## src/rtl/ucode_pkg.sv

```systemverilog
// -----------------------------------------------------------------------------
// ucode_pkg
//   Shared definitions for the MUL microcode sequencer:
//     - instruction field widths and opcode constants
//     - the NOP word driven whenever no generated instruction is valid
//     - the sequencer state enumeration
//     - encoders for the three instruction shapes the sequencer emits
//   Field layout (REG_BITS = 4, INSN_BITS = 32):
//     R-type : {op[6:0], rd, rs1, rs2, 13'b0}
//     MOV    : {MOV_OP, rd, 5'b0, imm[15:0]}
//     LSL    : {LSL_OP, rd, rs1, 4'b0, 8'b0, shamt[4:0]}
//     NOP    : {5'b11001, 27'b0}
// -----------------------------------------------------------------------------
package ucode_pkg;

  localparam int INSN_BITS = 32;
  localparam int REG_BITS  = 4;
  localparam int OP_BITS   = 7;

  // Zero padding that fills out the shorter instruction shapes.
  localparam int RRR_PAD = INSN_BITS - OP_BITS - 3 * REG_BITS;
  localparam int LSL_PAD = INSN_BITS - OP_BITS - 3 * REG_BITS - 5;

  typedef logic [INSN_BITS-1:0] insn_t;
  typedef logic [REG_BITS-1:0]  reg_idx_t;
  typedef logic [OP_BITS-1:0]   opcode_t;

  localparam opcode_t MOV_OP = 7'b0000000;
  localparam opcode_t ADD_OP = 7'b0110001;
  localparam opcode_t SUB_OP = 7'b0110010;
  localparam opcode_t LSL_OP = 7'b0110100;

  localparam insn_t NOP_INSN = {5'b11001, {(INSN_BITS - 5){1'b0}}};

  // ST_NEG_* are only reachable when signed immediates are enabled.
  typedef enum logic [3:0] {
    ST_IDLE,
    ST_CLRT,
    ST_CPYT,
    ST_CLRD,
    ST_ADD,
    ST_SHL,
    ST_NEG_CLR,
    ST_NEG_SUB,
    ST_FIN
  } state_t;

  function automatic insn_t enc_rrr(input opcode_t  op,
                                    input reg_idx_t rd,
                                    input reg_idx_t rs1,
                                    input reg_idx_t rs2);
    return {op, rd, rs1, rs2, {RRR_PAD{1'b0}}};
  endfunction

  function automatic insn_t enc_movi(input reg_idx_t    rd,
                                     input logic [15:0] imm);
    return {MOV_OP, rd, 5'b00000, imm};
  endfunction

  function automatic insn_t enc_lsl(input reg_idx_t   rd,
                                    input reg_idx_t   rs,
                                    input logic [4:0] sh);
    return {LSL_OP, rd, rs, {REG_BITS{1'b0}}, {LSL_PAD{1'b0}}, sh};
  endfunction

  // A state drives a real instruction into the pipeline (and owns the mux).
  function automatic logic is_emit(input state_t st);
    return (st != ST_IDLE) && (st != ST_FIN);
  endfunction

endpackage

```

## src/rtl/ucode_mul_seq.sv

```systemverilog
// -----------------------------------------------------------------------------
// ucode_mul_seq
//   Expands `MUL Rd, Rs, #imm` into a shift-and-add stream of simple ALU
//   instructions that replaces the fetch stream while it runs. The shifted
//   multiplicand lives in the reserved scratch register T (SCRATCH_REG), so
//   the stream length grows with the immediate's bit width, not its value.
//
//   Ports:
//     clk, rst      clock; asynchronous active-high reset (aborts a sequence,
//                   the partially written Rd is left as is)
//     req_valid     ID presents a decoded MUL (held until accepted)
//     req_ready     sequencer idle and able to accept
//     dest_reg      Rd, sampled on accept
//     source_reg    Rs, sampled on accept
//     immediate     multiplier, sampled on accept
//     out_insn      generated instruction, NOP when out_valid = 0
//     out_valid     out_insn is a real instruction
//     out_ready     pipeline takes out_insn this cycle (low = stall)
//     mux_sel       pipeline selects out_insn instead of the fetch stream
//     done          one-cycle pulse when a sequence completes
//     err           one-cycle pulse when a request names T as Rd or Rs
//
//   Build option:
//     UCODE_SIGNED_IMM_EN  immediate is two's complement; the magnitude is
//                          multiplied and the product negated at the end with
//                          MOV T,#0 ; SUB Rd,T,Rd.
//
//   Every output is registered: the state register and the outputs are all
//   loaded from the next-state decision, so an emitting state holds its
//   instruction unchanged for as long as out_ready stays low.
// -----------------------------------------------------------------------------
module ucode_mul_seq
  import ucode_pkg::*;
#(
  parameter int IMM_W       = 16,
  parameter int REG_W       = REG_BITS,
  parameter int INSN_W      = INSN_BITS,
  parameter int SCRATCH_REG = 15
) (
  input  logic              clk,
  input  logic              rst,
  input  logic              req_valid,
  output logic              req_ready,
  input  logic [REG_W-1:0]  dest_reg,
  input  logic [REG_W-1:0]  source_reg,
  input  logic [IMM_W-1:0]  immediate,
  output logic [INSN_W-1:0] out_insn,
  output logic              out_valid,
  input  logic              out_ready,
  output logic              mux_sel,
  output logic              done,
  output logic              err
);

  localparam reg_idx_t T_REG = reg_idx_t'(SCRATCH_REG);

`ifdef UCODE_SIGNED_IMM_EN
  // One extra bit so the magnitude of the most negative immediate fits.
  localparam int MAG_W = IMM_W + 1;
`else
  localparam int MAG_W = IMM_W;
`endif

  state_t           state;
  state_t           nxt;
  state_t           tail_st;
  reg_idx_t         d_q;
  reg_idx_t         s_q;
  reg_idx_t         rd_sel;
  reg_idx_t         rs_sel;
  logic [MAG_W-1:0] imm_q;
  logic [MAG_W-1:0] acc_mag;
  logic             accept;
  logic             bad_reg;
  logic             flag_err;

  assign req_ready = (state == ST_IDLE);
  assign accept    = req_valid && req_ready;
  assign bad_reg   = (reg_idx_t'(dest_reg) == T_REG) ||
                     (reg_idx_t'(source_reg) == T_REG);

`ifdef UCODE_SIGNED_IMM_EN
  logic             neg_q;
  logic             acc_neg;
  logic [MAG_W-1:0] imm_sext;

  assign imm_sext = {immediate[IMM_W-1], immediate};
  assign acc_neg  = immediate[IMM_W-1];
  assign acc_mag  = acc_neg ? (~imm_sext + MAG_W'(1)) : imm_sext;
  // After the last multiply step a negative request detours through the
  // negation pair before finishing.
  assign tail_st  = neg_q ? ST_NEG_CLR : ST_FIN;
`else
  assign acc_mag  = immediate;
  assign tail_st  = ST_FIN;
`endif

  // The instruction loaded on the accept edge is built from the request
  // ports, because the latched copies are written on that same edge.
  assign rd_sel = accept ? reg_idx_t'(dest_reg)   : d_q;
  assign rs_sel = accept ? reg_idx_t'(source_reg) : s_q;

  // Instruction driven while sitting in a given state.
  function automatic insn_t emit_insn(input state_t   st,
                                      input reg_idx_t rd,
                                      input reg_idx_t rs);
    case (st)
      ST_CLRT:    return enc_movi(T_REG, 16'h0000);
      ST_CPYT:    return enc_rrr(ADD_OP, T_REG, T_REG, rs);
      ST_CLRD:    return enc_movi(rd, 16'h0000);
      ST_ADD:     return enc_rrr(ADD_OP, rd, rd, T_REG);
      ST_SHL:     return enc_lsl(T_REG, T_REG, 5'd1);
      ST_NEG_CLR: return enc_movi(T_REG, 16'h0000);
      ST_NEG_SUB: return enc_rrr(SUB_OP, rd, T_REG, rd);
      default:    return NOP_INSN;
    endcase
  endfunction

  // Next-state decision. Emitting states only move on when the pipeline
  // takes the current instruction.
  // NOTE: every variable assigned in this block gets a default first, so no
  // path leaves it holding its old value and no latch is inferred.
  always_comb begin
    nxt      = state;
    flag_err = 1'b0;
    case (state)
      ST_IDLE: begin
        if (accept) begin
          if (bad_reg) begin
            nxt      = ST_FIN;
            flag_err = 1'b1;
          end else if (acc_mag == '0) begin
            nxt = ST_CLRD;
          end else begin
            nxt = ST_CLRT;
          end
        end
      end
      ST_CLRT: if (out_ready) nxt = ST_CPYT;
      // T is a private copy of Rs from here on, so Rd == Rs is harmless.
      ST_CPYT: if (out_ready) nxt = ST_CLRD;
      ST_CLRD: begin
        if (out_ready) begin
          if (imm_q == '0)   nxt = tail_st;
          else if (imm_q[0]) nxt = ST_ADD;
          else               nxt = ST_SHL;
        end
      end
      ST_ADD: begin
        if (out_ready) nxt = (imm_q[MAG_W-1:1] == '0) ? tail_st : ST_SHL;
      end
      // imm_q[1] becomes bit 0 once this shift retires.
      ST_SHL: if (out_ready) nxt = imm_q[1] ? ST_ADD : ST_SHL;
`ifdef UCODE_SIGNED_IMM_EN
      ST_NEG_CLR: if (out_ready) nxt = ST_NEG_SUB;
      ST_NEG_SUB: if (out_ready) nxt = ST_FIN;
`endif
      ST_FIN:  nxt = ST_IDLE;
      default: nxt = ST_IDLE;
    endcase
  end

  // State, request latches and all outputs.
  // NOTE: sequential state uses non-blocking assignments so every register
  // samples the values from before this edge, whatever the statement order.
  always_ff @(posedge clk or posedge rst) begin
    if (rst) begin
      state     <= ST_IDLE;
      d_q       <= '0;
      s_q       <= '0;
      imm_q     <= '0;
`ifdef UCODE_SIGNED_IMM_EN
      neg_q     <= 1'b0;
`endif
      out_insn  <= INSN_W'(NOP_INSN);
      out_valid <= 1'b0;
      mux_sel   <= 1'b0;
      done      <= 1'b0;
      err       <= 1'b0;
    end else begin
      state <= nxt;

      if (accept) begin
        d_q   <= reg_idx_t'(dest_reg);
        s_q   <= reg_idx_t'(source_reg);
        imm_q <= acc_mag;
`ifdef UCODE_SIGNED_IMM_EN
        neg_q <= acc_neg;
`endif
      end else if ((state == ST_SHL) && out_ready) begin
        imm_q <= imm_q >> 1;
      end

      out_insn  <= INSN_W'(emit_insn(nxt, rd_sel, rs_sel));
      out_valid <= is_emit(nxt);
      mux_sel   <= is_emit(nxt);
      done      <= (nxt == ST_FIN) && !flag_err;
      err       <= flag_err;
    end
  end

endmodule

```

## config.mk

```make
export PLATFORM = sky130hd
export DESIGN_NAME = ucode_mul_seq
export DESIGN_NICKNAME = d
export VERILOG_FILES = /design/src/rtl/ucode_pkg.sv /design/src/rtl/ucode_mul_seq.sv
export SDC_FILE = /design/constraint.sdc
export NUM_CORES = 1
export LEC_CHECK = 0
export ABC_AREA = 1
export ABC_CLOCK_PERIOD_IN_PS = 2500
export CAP_MARGIN = 20
export CORE_AREA = 4 4 85 87
export CTS_BUF_LIST = sky130_fd_sc_hd__clkbuf_4
export DETAILED_ROUTE_END_ITERATION = 6
export DIE_AREA = 0 0 89 91
export GPL_TIMING_DRIVEN = 0
export HOLD_SLACK_MARGIN = 0.05
export PLACE_DENSITY_LB_ADDON = 0.05
export RECOVER_POWER = 25
export SLEW_MARGIN = 20
export SYNTH_ARGS = -nofsm -noshare
export SYNTH_HDL_FRONTEND = slang
export SYNTH_SLANG_ARGS = --single-unit
```

## constraint.sdc

```tcl
create_clock -name clk -period 2.5 [get_ports clk]
set_input_delay 0.625 -clock clk [delete_from_list [all_inputs] [get_ports clk]]
set_output_delay 0.625 -clock clk [all_outputs]
set_load 0.1 [all_outputs]
```

==> impl_metrics.csv <==
group,metric,value,unit
yosys,netlist_top_cells_area,"dfrtp_1 (47%), nand2_1 (12%), nor2_1 (6.2%)",
critical_path,timing.critical_path.buf_inv,1,
sta,slew_headroom,33.4,%
sta,whs,0.496,ns
grt,overflow,0,
power_and_ir_drop,pwr-share-clk,10.5,%
power_and_ir_drop,p_comb_share,60.6,%
floorplanning,initial_core_util,39.3,%
grt,grt_pass1_wl,9560,um
hold_path,worstHoldPathType,"flip-flop to flip-flop",
clock_network,clockBufferDepth,2,
placed_design,dp_hpwl,4330,um
grt,grt_max_degree,27,
critical_path,cp-end-kind,"output pin",
placed_design,dpl_cell_area,0.00317,sq mm
yosys,synth_area,0.00250,sq mm
power_and_ir_drop,p_int,2110,uW
grt,grt_pass1_vias,2080,
sta,max_freq,0.422,GHz
clock_network,htree_levels,2,
sta,period_share,94.9,%
clock_network,cts_setup_buffers,0,
floorplanning,die-area,0.00810,sq mm
floorplanning,pin_count,65,
power_and_ir_drop,sw_frac_of_total,54.7,%
sta,setup_viol,0,
critical_path,cp.arrival,1.75,ns
placed_design,globalplace.congestion,0.780,
floorplanning,core,0.00635,sq mm
sta,finalHoldViolCount,0,
job,maxCapViolations,0,
detailed_routing,drc,0,
clock_network,path_clk_slew,0.16,ns
detailed_routing,wl_per_cell,12.6,um
critical_path,startpoint_type,"flip-flop",
yosys,yosysSeqAreaShare,50.2,%
grt,grt_antenna_before_repair,0,
clock_network,clock_sinks,50,
yosys,yosys.area.top_type,"dfrtp_1",
critical_path,required,1.88,ns
yosys,syn_area_per_cell,8.41,sq um
critical_path,slowest_delay,0.85,ns
placed_design,portBuffers,51,
final_layout,fin_nets,397,
detailed_routing,via_per_inst,4.58,
final_layout,final_area,0.00327,sq mm
critical_path,critPathSlowestCell,"dlygate4sd2_1",
yosys,ys_types,33,
critical_path,r2r-start,"state[1]",
run_status,outcome,"finished clean",
yosys,synth_top_area_share,47.1,%
detailed_routing,first_pass_iters,4,
final_layout,layout-drive-gt1-share,15.7,%
critical_path,cp_max_fo,1,
sta,finClkSkew,0.0159,ns
final_layout,diodes,0,
detailed_routing,drtIter0Drc,100,
power_and_ir_drop,powerDensity,1420,mW/mm^2
power_and_ir_drop,switching_power,2540,uW
detailed_routing,ant_nets,0,
floorplanning,fp.dieW,89,um
detailed_routing,vias,2049,
critical_path,critical_path_class,"flip-flop to output pin",
sta,tightest_slew,0.998,ns
power_and_ir_drop,p_leak,0.00184,uW
clock_network,cts-root-buf,"clkbuf_4",
yosys,synthCells,297,
floorplanning,rows,29,
grt,grtUsageTotal,14.9,%
power_and_ir_drop,ir_worst_vdd,0.00104,V
sta,rsz0062_at_grt,"false",
sta,final_max_slew_viol_count,0,
critical_path,path_cells,"dlygate4sd2_1",
detailed_routing,drt-total-wl,5640,um
final_layout,syn2layout_area_growth,30.7,%
yosys,yosys_register_bits,50,
clock_network,tritoncts,"built",
hold_path,worstHoldStart,"s_q[1]",
clock_network,clock_latency,0.36,ns
sta,layout_min_cycle_time,2.37,ns
critical_path,crit_start,"out_insn[27]",
clock_network,cts_made_buffers,5,
floorplanning,die_y,91,um
power_and_ir_drop,seqPwrFrac,28.9,%
critical_path,crit_family,"buffers and inverters",
yosys,synth_warnings,0,
-- state kept, by name, summed over array words and instances, names as in the netlist --
signal,flops
d_q,4
done,1
err,1
imm_q,16
mux_sel,1
out_insn,19
s_q,4
state,4
-- layout by cell type (no fill, tap or decap), types with 2 or more instances in the layout --
master	Yosys	layout
inv_2	3	3
dlymetal6s2s_1	0	13
conb_1	1	14
o21ai_0	5	5
dfstp_2	3	3
o22ai_1	4	4
dlygate4sd2_1	0	10
nor2_2	3	3
dfrtp_1	47	47
a31oi_1	9	9
nand2_2	4	4
buf_2	3	3
nor2_1	41	41
inv_1	22	22
nand2_1	83	83
nor2_4	2	2
nor2_8	2	2
clkdlybuf4s50_1	0	26
buf_4	17	17
o21bai_1	4	4
clkbuf_4	0	5
nand3_2	5	5
buf_1	2	2
o211ai_1	3	3
nand4_1	8	8
nand3_1	15	15
-- power by group through the flow --
stage,Combinational [uW],Sequential (uW),Clock [uW]
final,2820,1340,490
after floorplan,1410,2230,0
after global placement,2900,1370,0
after detailed placement,2900,1370,0
after CTS,2850,1350,512
after global routing,3070,1380,546
-- worst paths after layout --
| check | end | slack (ns) | cells past startpoint |
|---|---|---|---|
| max in group asynchronous | out_insn[25] | 0.42 | 3 |
| worst min register to register | s_q[1] | 0.50 | 2 |
| min in group asynchronous | imm_q[13] | 0.92 | 2 |
| worst min-delay path | s_q[1] | 0.50 | 2 |
| worst max-delay path | out_insn[27] | 0.13 | 1 |
| worst max register to register | imm_q[7] | 0.76 | 6 |
-- metal layers --
layer	wire length, um	GRT usage (%)
met1	2460	18.8
met2	2710	24.1
met3	387	5.16
met4	78	4.09
met5	0	0
-- logic make-up after synthesis --
group / after synthesis / synth area share [%]
AOI/OAI and AO/OA: 28 / 7.36
buffers and inverters: 50 / 10.6
DFF: 50 / 50.2
other: 1 / 0.150
and+or+nand+nor: 168 / 31.6
-- stage by stage --
step                      setup TNS (ns)  setup slack (ns)  instances  util [%]  power (uW)
after floorplan                        0             0.551        310         -        3640
after detailed placement        -0.00214          -0.00214        439      50.0        4270
after global routing                   0            0.0386        447      51.4        5000
after global placement            -17.33            -0.370        438      49.7        4260
final                                  0             0.128        447      51.4        4650
after CTS                              0          0.000128        447      51.2        4710
-- final cells by class --
| type | instances | area [sq um] |
|---|---|---|
| fillers | 612 | 3080 |
| flip-flops and latches | 50 | 1250 |
| multi-input cells | 210 | 1030 |
| repair buffers | 52 | 537 |
| plain buffers | 24 | 165 |
| inverters | 26 | 100 |
| well taps | 77 | 96.3 |
| clock inverters | 3 | 47.5 |
| clock buffers | 5 | 37.5 |
-- repair_timing --
action / CTS / global route
setup endpoints to repair: 11 / 13
gates resized for setup: 13 / 13
hold endpoints to repair: 0 / 0
pin swaps: 0 / 0
hold buffers: 0 / 0
-- synthesized netlist by cell type (all sizes together) --
| master | instances |
|---|---|
| dfrtp | 47 |
| clkbuf | 1 |
| o22ai | 4 |
| dfstp | 3 |
| conb | 1 |
| nand2 | 87 |
| nor4 | 1 |
| nand3 | 21 |
| a31oi | 9 |
| a21oi | 1 |
| a211oi | 1 |
| and2 | 1 |
| nor2 | 48 |
| or2 | 1 |
| buf | 23 |
| nand4 | 8 |
| o211ai | 3 |
| o21ai | 6 |
| inv | 26 |
| o21bai | 4 |
| nand3b | 1 |
Note: power is estimated with default switching activity, not from simulation.
